### src/rtl/ifetch_pkg.sv
// Shared types and defaults for the instruction fetch stage.
// Optional build macro IFETCH_BYPASS_EN enables the response-to-FIFO bypass path.
package ifetch_pkg;

  localparam int unsigned ADDR_WIDTH        = 32;
  localparam int unsigned INSTR_WIDTH       = 32;
  localparam int unsigned FETCH_ENTRY_WIDTH = ADDR_WIDTH + INSTR_WIDTH;
  localparam int unsigned PC_INC            = 4;
  localparam logic [ADDR_WIDTH-1:0] RESET_PC = 32'h0000_1000;

  typedef enum logic [1:0] {
    FETCH = 2'd0,
    WAIT  = 2'd1,
    HOLD  = 2'd2
  } fetch_state_e;

endpackage

### src/rtl/ifetch_fsm.sv
// Fetch control: request/response/hold sequencing and stale-response drop tracking.
// With IFETCH_BYPASS_EN a clean response may enqueue in its arrival cycle.
module ifetch_fsm
  import ifetch_pkg::*;
(
  input  logic clk,
  input  logic rst,
  input  logic req_ready,
  input  logic resp_valid,
  input  logic redirect_valid,
  input  logic enq_ready,
`ifdef IFETCH_BYPASS_EN
  output logic enq_bypass_c,
`endif
  output logic req_valid_c,
  output logic capture_c,
  output logic pc_inc_c,
  output logic enq_valid_c
);

  fetch_state_e state_q, state_d;
  logic         drop_q, drop_d;

  // State register
  always_ff @(posedge clk or posedge rst) begin
    if (rst) begin
      state_q <= FETCH;
      drop_q  <= 1'b0;
    end else begin
      state_q <= state_d;
      drop_q  <= drop_d;
    end
  end

  // Next state; drop marks an in-flight response that belongs to a redirected-away PC
  always_comb begin
    state_d = state_q;
    drop_d  = drop_q;
    case (state_q)
      FETCH: begin
        if (req_ready) begin
          state_d = WAIT;
          drop_d  = redirect_valid;
        end
      end
      WAIT: begin
        if (resp_valid) begin
          drop_d = 1'b0;
          if (drop_q || redirect_valid) begin
            state_d = FETCH;
`ifdef IFETCH_BYPASS_EN
          end else if (enq_ready) begin
            state_d = FETCH;
`endif
          end else begin
            state_d = HOLD;
          end
        end else if (redirect_valid) begin
          drop_d = 1'b1;
        end
      end
      HOLD: begin
        if (redirect_valid || enq_ready) begin
          state_d = FETCH;
        end
      end
      default: begin
        state_d = FETCH;
        drop_d  = 1'b0;
      end
    endcase
  end

  // Control enables
  always_comb begin
    req_valid_c = 1'b0;
    capture_c   = 1'b0;
    pc_inc_c    = 1'b0;
    enq_valid_c = 1'b0;
`ifdef IFETCH_BYPASS_EN
    enq_bypass_c = 1'b0;
`endif
    case (state_q)
      FETCH: req_valid_c = 1'b1;
      WAIT: begin
        if (resp_valid && !drop_q && !redirect_valid) begin
`ifdef IFETCH_BYPASS_EN
          if (enq_ready) begin
            enq_valid_c  = 1'b1;
            enq_bypass_c = 1'b1;
            pc_inc_c     = 1'b1;
          end else begin
            capture_c = 1'b1;
          end
`else
          capture_c = 1'b1;
`endif
        end
      end
      HOLD: begin
        enq_valid_c = !redirect_valid;
        pc_inc_c    = !redirect_valid && enq_ready;
      end
      default: ;
    endcase
  end

  // A response is only legal while a request is outstanding
  resp_only_in_wait: assert property (@(posedge clk) disable iff (rst)
    resp_valid |-> (state_q == WAIT));

endmodule

### src/rtl/ifetch_stage.sv
// Fetch stage: PC and hold-register datapath around ifetch_fsm, feeding the instruction FIFO.
// Define IFETCH_BYPASS_EN to enqueue clean responses combinationally in their arrival cycle.
module ifetch_stage #(
  parameter int unsigned ADDR_WIDTH  = ifetch_pkg::ADDR_WIDTH,
  parameter int unsigned INSTR_WIDTH = ifetch_pkg::INSTR_WIDTH,
  parameter logic [ADDR_WIDTH-1:0] RESET_PC = ADDR_WIDTH'(ifetch_pkg::RESET_PC)
) (
  input  logic                              clk,
  input  logic                              rst_aH,
  output logic                              icache_req_valid,
  input  logic                              icache_req_ready,
  output logic [ADDR_WIDTH-1:0]             icache_req_addr,
  input  logic                              icache_resp_valid,
  input  logic [INSTR_WIDTH-1:0]            icache_resp_data,
  input  logic                              redirect_valid,
  input  logic [ADDR_WIDTH-1:0]             redirect_pc,
  input  logic                              fifo_enq_ready,
  output logic                              fifo_enq_valid,
  output logic [ADDR_WIDTH+INSTR_WIDTH-1:0] fifo_enq_data
);

  localparam int unsigned ENTRY_W = ADDR_WIDTH + INSTR_WIDTH;

  logic [ADDR_WIDTH-1:0] pc_q, pc_d;
  logic [ENTRY_W-1:0]    hold_q, hold_d;
  logic                  capture_c, pc_inc_c;
`ifdef IFETCH_BYPASS_EN
  logic                  enq_bypass_c;
`endif

  ifetch_fsm u_fsm (
    .clk            (clk),
    .rst            (rst_aH),
    .req_ready      (icache_req_ready),
    .resp_valid     (icache_resp_valid),
    .redirect_valid (redirect_valid),
    .enq_ready      (fifo_enq_ready),
`ifdef IFETCH_BYPASS_EN
    .enq_bypass_c   (enq_bypass_c),
`endif
    .req_valid_c    (icache_req_valid),
    .capture_c      (capture_c),
    .pc_inc_c       (pc_inc_c),
    .enq_valid_c    (fifo_enq_valid)
  );

  // Redirect always wins over sequential advance; the increment wraps silently
  always_comb begin
    pc_d = pc_q;
    if (redirect_valid) begin
      pc_d = redirect_pc & ~ADDR_WIDTH'(3);
    end else if (pc_inc_c) begin
      pc_d = pc_q + ADDR_WIDTH'(ifetch_pkg::PC_INC);
    end
  end

  always_comb begin
    hold_d = hold_q;
    if (capture_c) begin
      hold_d = {pc_q, icache_resp_data};
    end
  end

  always_ff @(posedge clk or posedge rst_aH) begin
    if (rst_aH) begin
      pc_q   <= RESET_PC;
      hold_q <= '0;
    end else begin
      pc_q   <= pc_d;
      hold_q <= hold_d;
    end
  end

  assign icache_req_addr = pc_q;

`ifdef IFETCH_BYPASS_EN
  assign fifo_enq_data = enq_bypass_c ? {pc_q, icache_resp_data} : hold_q;
`else
  assign fifo_enq_data = hold_q;
`endif

endmodule

### config.mk
export PLATFORM = sky130hd
export DESIGN_NAME = ifetch_stage
export DESIGN_NICKNAME = d
export VERILOG_FILES = /design/src/rtl/ifetch_pkg.sv /design/src/rtl/ifetch_fsm.sv /design/src/rtl/ifetch_stage.sv
export SDC_FILE = /design/constraint.sdc
export NUM_CORES = 1
export LEC_CHECK = 0
export ABC_AREA = 1
export BUFFER_PORTS_ARGS = -buffer_cell sky130_fd_sc_hd__buf_2
export CAP_MARGIN = 10
export CORE_UTILIZATION = 46
export CTS_CLUSTER_SIZE = 25
export DETAILED_ROUTE_END_ITERATION = 8
export GPL_ROUTABILITY_DRIVEN = 0
export PLACE_DENSITY = 0.77
export SLEW_MARGIN = 20
export SYNTH_ARGS = -nofsm -noshare
export SYNTH_HDL_FRONTEND = slang
export SYNTH_SLANG_ARGS = --single-unit
### constraint.sdc
create_clock -name clk -period 3.2 [get_ports clk]
set_input_delay 0.64 -clock clk [delete_from_list [all_inputs] [get_ports clk]]
set_output_delay 0.64 -clock clk [all_outputs]
set_load 0.005 [all_outputs]
==> results of run 1 <==
==> flip-flops by register name, summed over array words and instances (netlist names) <==
name / cells
fifo_enq_data: 62
icache_req_addr: 30
u_fsm.state_q: 2
u_fsm.drop_q: 1
==> cells in the mapped netlist, drive strengths merged <==
cell type  instances  area, sq um
nand2            171          652
dfrtp             94         2350
nor2              87          369
inv               50          190
o21ai             46          230
mux2              35          526
nand3             32          173
buf               17          128
a21oi              9         52.6
clkbuf             8         30.0
nor3               7         35.0
o211ai             7         52.6
and2               3         18.8
nand4              3         18.8
a211oi             2         15.0
a41oi              2         17.5
a31oi              1         6.26
conb               1         3.75
dfstp              1         26.3
ha                 1         12.5
o22ai              1         6.26
o31ai              1         7.51
==> logic make-up after synthesis <==
group / synth area share [%]
other: 0.0762
buffers and inverters: 7.07
muxes: 10.7
adders and majority gates: 0.254
AOI/OAI and AO/OA: 7.88
DFF: 48.3
and+or+nand+nor: 25.7
==> metrics by stage <==
step,setup slack [ns],hold WS (ns)
floorplan,0.0846,0.476
global placement,0.968,0.463
detailed placement,0.874,0.469
CTS,1.26,0.359
global route,1.07,0.372
finish,1.21,0.335
==> area by class of cell <==
type                       count  area share, %
inverter                      50           3.19
multi-input combinational    412           36.5
clock buffer                  10           2.28
sequential                    95           39.4
tap                          136           2.82
clock inverter                 6           1.12
timing repair buffer         167           14.7
==> routing by layer <==
layer	vias up	track usage (%)	part of all wire, %
met2	220	39.0	46
li1	2162	-	-
met3	34	3.83	6.7
met4	0	10.3	2.6
met1	2129	32.4	44
met5	-	0	0
==> worst max-delay path by stage <==
stage	startpoint	endpoint	slack (ns)	cells after the start
finish	redirect_valid	icache_req_addr[17]	1.21	8
global route	redirect_valid	icache_req_addr[17]	1.07	8
CTS	redirect_valid	icache_req_addr[17]	1.26	8
detailed placement	redirect_valid	icache_req_addr[17]	0.87	8
global placement	redirect_valid	fifo_enq_data[11]	0.97	5
floorplan	rst_aH	fifo_enq_data[0]	0.08	1
==> cells in the final DEF (no fill, tap or decap), types with 2 or more instances in the layout <==
cell type   instances
mux2_4             35
a211oi_1            2
clkbuf_8           10
and2_1              3
buf_4               3
nor2_2              2
buf_2             161
nand4_1             3
nor2_1             80
inv_1              47
a41oi_1             2
a21oi_2             2
nand3_1            31
inv_4               2
a21oi_1             7
o21ai_0            46
conb_1              4
dfrtp_1            94
o211ai_1            7
nor2_4              5
nand2_1           169
buf_12              3
inv_6               2
nor3_1              7
clkinvlp_4          2
==> critical path, cell delays in order <==
cell	delay (ns)
buf_2	0.35
inv_1	0.41
nand2_4	0.27
inv_4	0.17
nor3_1	0.19
nand2_1	0.08
o21ai_0	0.08
nor2_1	0.06
==> power groups by stage <==
stage          logic (W)  registers, W  clock network (W)
2_1_floorplan   0.000887       0.00200                  0
3_3_place_gp     0.00158       0.00195                  0
3_5_place_dp     0.00162       0.00199                  0
4_1_cts          0.00163       0.00197           0.000845
5_1_grt          0.00178       0.00202           0.000905
6_report         0.00162       0.00196           0.000837
==> results_dict.tcl, run 1 <==
set metrics [dict create \
    wl_um 13100 \
    cp.required_ns 3.47 \
    grt_pass1_wl_um 20800 \
    peakVddDrop_v 0.000311 \
    period_needed_ns 1.99 \
    clkLatencyLatePin_ns 0.37 \
    synth_area_sq_mm 0.00492 \
    arrival_ns 2.26 \
    tightest_slew_ns 0.614 \
    p_leak_nw 3.23 \
    dr.pass1.iters 5 \
    drive_gt1_share_pct 31.6 \
    clock_sinks 95 \
    seq_area_sq_mm 0.00238 \
    multi_input_area_sq_mm 0.00221 \
    syn_area_per_cell_sq_um 8.50 \
    setup_viol 0 \
    rsz0062_at_grt "false" \
    die_x_um 105 \
    grt_max_degree 51 \
    ios 168 \
    cts.clk_slew.worst_paths_ns 0.10 \
    power_density_mw_per_mm2 731 \
    grt_pass1_vias 4253 \
    core_area_sq_mm 0.0104 \
    criticalPathCategory "input port to register" \
    slew_headroom_pct 59.0 \
    r2r_slack_ns 1.29 \
    rr_endpoint "icache_req_addr[14]" \
    wl_per_cell_um 14.9 \
    hold_buffers 0 \
    yosysWarnings 0 \
    io_buffers 161 \
    postLayoutCoreUtil_pct 58.3 \
    fin_area_sq_mm 0.00604 \
    dieArea_sq_mm 0.0111 \
    p_switching_w 0.00151 \
    tritoncts "built" \
    seq_power_share_pct 44.5 \
    antenna_cells 0 \
    outcome "completed" \
    cts_buffers 9 \
    drt_first_iter_violations 352 \
    period_share_pct 62.2 \
    timing.max_cap.violations 0 \
    crit_path_start_kind "input port" \
    fin_nets 806 \
    p_total_w 0.00442 \
    antenna_found_initial 0 \
    antenna_left 0 \
    hold_class "input port to asynchronous set/reset pin" \
    hold_viol 0 \
    rows 37 \
    overflow 0 \
    power_frac_comb_pct 36.6 \
    ctsResizeCount 0 \
    cts_setup_buffers 0 \
    dp_cells 860 \
    ys_ff_latch 95 \
    switching_share_pct 34.2 \
    end_kind "register" \
    area_delta_synth_final_pct 22.8 \
    r2r_cells 8 \
    drcViolationCount 0 \
    fin_cells 876 \
    postSynthCellCount 579 \
    clockPowerShare_pct 18.9 \
    vias 4545 \
    root_buffer "clkbuf_8" \
    clockBufferDepth 2 \
    grt_usage_pct 24.2 \
    intPower_w 0.00291 \
    tns_ns 0 \
    viasPerCell 5.19 \
    nFillCells 966 \
    clock_skew_ns 0.0146 \
    placed_cell_area_sq_mm 0.00584 \
    synth_seq_area_share_pct 48.3 \
    synthDistinctLibCells 33 \
    slew_violations 0 \
    path_max_fanout 34 \
    fp.dieH_um 105 \
    dp_hpwl_um 9790 \
    htreeDepth 3 \
    max_freq_mhz 503 \
    start_util_pct 47.5 \
    r2r-start "icache_req_addr[3]" \
]
(Power assumes the default switching activity.)
==> run 2: changes to the inputs <==
==> constraint.sdc (replaced) <==
create_clock -name clk -period 1.6 [get_ports clk]
set_input_delay 0.32 -clock clk [delete_from_list [all_inputs] [get_ports clk]]
set_output_delay 0.32 -clock clk [all_outputs]
set_load 0.005 [all_outputs]
==> run 2 against run 1 <==
Effect of this change: sequential share of layout area decreased by 2.2 points; global-route usage increased by 1.0 points; routed wire length rose by 6.8%; core utilization is 3.5 points higher; setup slack worse by 1.2 ns; clock skew about the same; final cell count up 3.1%; die area stayed put; critical path type is now register to register; final area up 6.1%; total power increased by 100%; highest routed layer unchanged; non-clock buffer count rose by 27; the flow now finishes with violations (negative setup slack).
==> results_dict.tcl, run 2 (synthesized netlist as in run 1, its figures left out) <==
set metrics [dict create \
    fin_nets 833 \
    layout_common_cells "nand2_1, buf_2, dfrtp_1" \
    drt_first_iter_violations 557 \
    cts_buffers 9 \
    slew_headroom_pct 65.2 \
    clkLatencyLatePin_ns 0.38 \
    core_area_sq_mm 0.0104 \
    clock_sinks 95 \
    period_share_pct 102 \
    path_max_fanout 4 \
    io_buffers 161 \
    outcome "finished with violations" \
    crit_path_start_kind "register" \
    start_util_pct 47.5 \
    antenna_cells 0 \
    antenna_found_initial 0 \
    antenna_left 0 \
    p_leak_nw 3.39 \
    met1_usage_pct 32.3 \
    rsz0062_at_grt "true" \
    largest_register_ffs 62 \
    overflow 0 \
    viasPerCell 5.19 \
    r2r-start "icache_req_addr[12]" \
    wl_um 14000 \
    dr.pass1.iters 7 \
    max_freq_mhz 612 \
    top_usage_layer "met2" \
    wl_per_cell_um 15.5 \
    power_density_mw_per_mm2 1410 \
    period_needed_ns 1.63 \
    violations "negative setup slack" \
    r2r_cells 7 \
    dieArea_sq_mm 0.0111 \
    drive_gt1_share_pct 37.8 \
    timing.max_cap.violations 0 \
    fp.dieH_um 105 \
    hold_class "input port to register" \
    setup_slack_ns -0.0350 \
    cp.required_ns 1.86 \
    criticalPathCategory "register to register" \
    ios 168 \
    hold_start "icache_resp_data[24]" \
    tritoncts "built" \
    fin_cells 903 \
    dp_hpwl_um 10200 \
    hold_viol 0 \
    grt_max_degree 59 \
    r2r_slack_ns -0.03 \
    startpoint "icache_req_addr[12]" \
    setup_viol 2 \
    drcViolationCount 0 \
    postLayoutCoreUtil_pct 61.8 \
    cts.clk_slew.worst_paths_ns 0.10 \
    peakVddDrop_v 0.000646 \
    tightest_slew_ns 0.520 \
    grt_pass1_vias 4476 \
    nFillCells 891 \
    grt_pass1_wl_um 21800 \
    root_buffer "clkbuf_8" \
    grt.met2_usage_pct 42.0 \
    arrival_ns 1.89 \
    dp_cells 880 \
    area_delta_synth_final_pct 30.2 \
    rows 37 \
    end_kind "register" \
    grt_usage_pct 25.2 \
    clock_skew_ns 0.0146 \
    clockBufferDepth 2 \
    vias 4686 \
    htreeDepth 3 \
    grt_use_met3_pct 4.21 \
    slew_violations 0 \
    min_path_cells 2 \
    die_x_um 105 \
]
## run 2: changes by cell type in the layout (fill, tap and decap cells not counted), moves of 3 or more
| cell | before | now |
|---|---|---|
| nand2_2 | 1 | 6 |
| nor2_4 | 5 | 11 |
| nand2_4 | 1 | 4 |
| dfrtp_1 | 94 | 90 |
| nand2_1 | 169 | 161 |
| clkbuf_1 | 0 | 3 |
| buf_4 | 3 | 24 |
| nor2_1 | 80 | 63 |
| buf_12 | 3 | 7 |
| dfrtp_2 | 0 | 4 |
| nor2_2 | 2 | 13 |
## run 2: metal layers
layer | wire length (um) | vias to the layer above
li1 | - | 2212
met1 | 5710 | 2168
met2 | 6700 | 260
met3 | 1110 | 46
met4 | 452 | 0
met5 | 0 | -
## run 2: layout make-up
type / count / area (sq um) / share of cell area (%)
Sequential cell: 95 / 2380 / 37.2
Tap cell: 136 / 170 / 2.66
Timing Repair Buffer: 194 / 1150 / 17.9
Inverter: 50 / 194 / 3.03
Multi-Input combinational cell: 412 / 2320 / 36.2
Clock buffer: 13 / 149 / 2.32
Clock inverter: 3 / 42.5 / 0.664
## run 2: timing repair
item	in CTS	in global routing
endpoints found under the setup margin	8	20
setup buffers	0	6
resized for setup	3	42
gates cloned	0	0
hold buffers	1	0
endpoints found under the hold margin	16	0
pin swaps	0	12
## run 2: worst max-delay path: stages, from the launching register on
cell and delay (ns):
dfstp_2 0.62, nand2_4 0.09, nor2_4 0.16, nand2_1 0.10, nor3_1 0.27, nand2_1 0.10, o21ai_0 0.11, nor2_1 0.07
## run 2: final timing paths
path	end
min	fifo_enq_data[24]
min reg2reg	fifo_enq_data[39]
max in group asynchronous	icache_req_addr[12]
max reg2reg	icache_req_addr[17]
max	icache_req_addr[17]
min in group asynchronous	fifo_enq_data[6]
## run 2: power by group
group	switching [W]	internal, W
clock network	0.000826	0.000766
registers	0.000616	0.00333
logic	0.00163	0.00188
total	0.00307	0.00597
## run 2: stage by stage
step                total power, W  setup slack [ns]  setup TNS, ns  hold slack (ns)  area, sq um
global route               0.00966           -0.0701         -0.417            0.161         6410
CTS                        0.00896           0.00263              0            0.174         6240
floorplan                  0.00577             0.109              0            0.469         4940
finish                     0.00904           -0.0350        -0.0422            0.179         6410
detailed placement         0.00735           -0.0893         -0.279            0.388         6030
global placement           0.00720            0.0414              0            0.384         6030
==> run 3: changes to the inputs <==
--- a/config.mk
+++ b/config.mk
@@ -5,14 +5,13 @@
 export SDC_FILE = /design/constraint.sdc
 export NUM_CORES = 1
 export LEC_CHECK = 0
-export ABC_AREA = 1
 export BUFFER_PORTS_ARGS = -buffer_cell sky130_fd_sc_hd__buf_2
 export CAP_MARGIN = 10
-export CORE_UTILIZATION = 46
+export CORE_UTILIZATION = 44
 export CTS_CLUSTER_SIZE = 25
 export DETAILED_ROUTE_END_ITERATION = 8
 export GPL_ROUTABILITY_DRIVEN = 0
-export PLACE_DENSITY = 0.77
+export PLACE_DENSITY = 0.76
 export SLEW_MARGIN = 20
 export SYNTH_ARGS = -nofsm -noshare
 export SYNTH_HDL_FRONTEND = slang
==> run 3 against run 2 <==
Effect of this change: the flow still finishes with violations (negative setup slack); first-iteration DRC count down 80%; core utilization rose by 5.9 points; global-route usage decreased by 4.6 points; area after synthesis fell by 13%; setup slack got worse by 0.058 ns; sequential share of layout area grew 0.53 points; synthesized cell count down 40%; non-clock buffer count increased by 30; largest power group unchanged; maximum frequency down 3.4%; register-to-register slack worse by 0.06 ns.
==> results_dict.tcl, run 3 <==
set metrics [dict create \
    outcome "finished with violations" \
    violations "negative setup slack" \
    netlist.top_cell.by_area "dfrtp_1" \
    grt_use_met3_pct 4.51 \
    tritoncts "built" \
    postSynthCellCount 350 \
    p_leak_nw 3.14 \
    hold_class "input port to asynchronous set/reset pin" \
    dp_cells 669 \
    critical_path_buf_inv_count 1 \
    overflow 0 \
    synthDistinctLibCells 43 \
    synth_area_sq_mm 0.00428 \
    period_share_pct 106 \
    synth_most_common_cell "dfrtp_1" \
    fin_cells 700 \
    cpPeakStageDelay_ns 0.54 \
    end_kind "register" \
    vias 3537 \
    clockBufferDepth 2 \
    critPathSlowestCell "dfstp_2" \
    grt_pass1_wl_um 16100 \
    clkLatencyLatePin_ns 0.37 \
    wl_per_cell_um 16.5 \
    clock_sinks 95 \
    clock_skew_ns 0.0165 \
    netlist_top_cells_count "dfrtp_1, mux2_2, nand2_1, o21ai_0, xor2_1" \
    syn_area_per_cell_sq_um 12.2 \
    crit_path_start_kind "register" \
    io_buffers 161 \
    synth_top_area_share_pct 55.0 \
    setup_viol 48 \
    timing.max_cap.violations 0 \
    path_max_fanout 6 \
    synth_seq_area_share_pct 55.6 \
    antenna_left 0 \
    yosysWarnings 0 \
    layout_common_cells "buf_2, dfrtp_1, mux2_4" \
    antenna_cells 0 \
    arrival_ns 1.95 \
    path_delay_family "simple AND/OR/NAND/NOR gates" \
    synthArstFlopShare_pct 100 \
    cts_buffers 9 \
    ios 168 \
    criticalPathCategory "register to register" \
    max_freq_mhz 591 \
    tns_ns -1.94 \
    period_needed_ns 1.69 \
    ys_top_cells_by_area "dfrtp_1, mux2_2, xor2_1" \
    root_buffer "clkbuf_8" \
    ys_ff_latch 95 \
    fin_nets 637 \
    drive_gt1_share_pct 58.1 \
    core_area_sq_mm 0.00933 \
    grt_max_degree 63 \
    die_x_um 101 \
    start_util_pct 45.9 \
    rsz0062_at_grt "true" \
    setup_slack_ns -0.0928 \
    grt_usage_pct 20.6 \
    drcViolationCount 0 \
    wl_um 11500 \
    htreeDepth 3 \
    grt_pass1_vias 3385 \
    synth_ff_type "dfrtp_1" \
    dr.pass1.iters 4 \
    viasPerCell 5.05 \
    dp_hpwl_um 7680 \
    cts.clk_slew.worst_paths_ns 0.11 \
    fp.dieH_um 101 \
    drt_first_iter_violations 114 \
    peakVddDrop_v 0.000837 \
    met1_usage_pct 25.1 \
    power_density_mw_per_mm2 1340 \
    slew_violations 0 \
    largest_register_ffs 62 \
    grt.met2_usage_pct 36.4 \
    final_common_cell "buf_2" \
    crit_chain "and4_4 > and3_4 > nand4_4 > buf_6 > mux2i_1 > a211o_1" \
    cp.required_ns 1.86 \
    top_usage_layer "met2" \
    dieArea_sq_mm 0.0101 \
    antenna_found_initial 0 \
    hold_viol 0 \
    area_delta_synth_final_pct 47.5 \
    rows 35 \
    synth-edff-count 0 \
]
-- run 3: cell types whose count changed after synthesis, sizes merged, moves of 17 or more --
cell	change
nand2	-133
mux2	+29
inv	-49
nor2	-79
xor2	+17
nand3	-17
o21ai	-17
-- run 3: logic make-up after synthesis --
kind of cell / Yosys count / synth area share, %
AND/OR/NAND/NOR: 104 / 13.9
adder cells (fa/ha/maj): 1 / 0.292
AO/OA/AOI/OAI: 35 / 4.39
other: 1 / 0.0876
buffers and inverters: 23 / 3.30
multiplexers: 66 / 17.3
flip-flops: 95 / 55.6
XOR/XNOR: 25 / 5.12
-- run 3: area by class of cell --
type	count	area (sq um)
Fill cell	712	3020
Sequential cell	95	2380
Multi-Input combinational cell	235	2090
Timing Repair Buffer	224	1490
Tap cell	129	161
Clock buffer	9	124
Clock inverter	7	62.6
Inverter	1	7.51
-- run 3: power breakdown --
part | switching [W] | leakage (nW) | total, W | internal [W]
clock network | 0.000934 | 0.0980 | 0.00154 | 0.000602
registers | 0.000492 | 1.15 | 0.00377 | 0.00327
logic | 0.00112 | 1.90 | 0.00313 | 0.00201
-- run 3: final timing paths --
kind	to	slack (ns)	cells past startpoint	from
worst max-delay path	icache_req_addr[29]	-0.09	6	icache_req_addr[12]
worst min register to register	fifo_enq_data[55]	0.51	1	fifo_enq_data[55]
max in group asynchronous	fifo_enq_data[56]	1.20	3	rst_aH
worst max register to register	icache_req_addr[29]	-0.09	6	icache_req_addr[12]
worst min-delay path	fifo_enq_data[52]	0.02	3	rst_aH
min in group clk	icache_req_addr[12]	0.16	3	redirect_pc[12]
-- run 3: worst min-delay path: stages --
cell	delay, ns
buf_2	0.11
clkinvlp_4	0.08
buf_12	0.30
-- run 3: what timing repair did --
item                                    4_1_cts  5_1_grt
hold buffers                                  0        0
cloned                                        0        7
pin swaps                                     4       12
gates resized for setup                      12       91
endpoints found under the setup margin       19       84
buffers inserted                              2        7
-- run 3: layer usage --
metal  part of all wire (%)  vias up
met1                     43     1748
met5                      0        -
li1                       -     1653
met3                    4.1       17
met2                     51      119
met4                    1.9        0
-- run 3: per-stage QoR --
| step | hold WS, ns | power [W] | instance area (sq um) | setup WS [ns] | utilization, % |
|---|---|---|---|---|---|
| after floorplan | 0.435 | 0.00493 | 4340 | -0.175 | - |
| after global placement | 0.449 | 0.00613 | 5550 | -0.153 | 59.5 |
| after detailed placement | 0.458 | 0.00627 | 5550 | -0.160 | 59.5 |
| after CTS | 0.0550 | 0.00781 | 5790 | -0.130 | 62.1 |
| after global routing | 0.0615 | 0.00892 | 6310 | -0.152 | 67.7 |
| final | 0.0244 | 0.00844 | 6310 | -0.0928 | 67.7 |
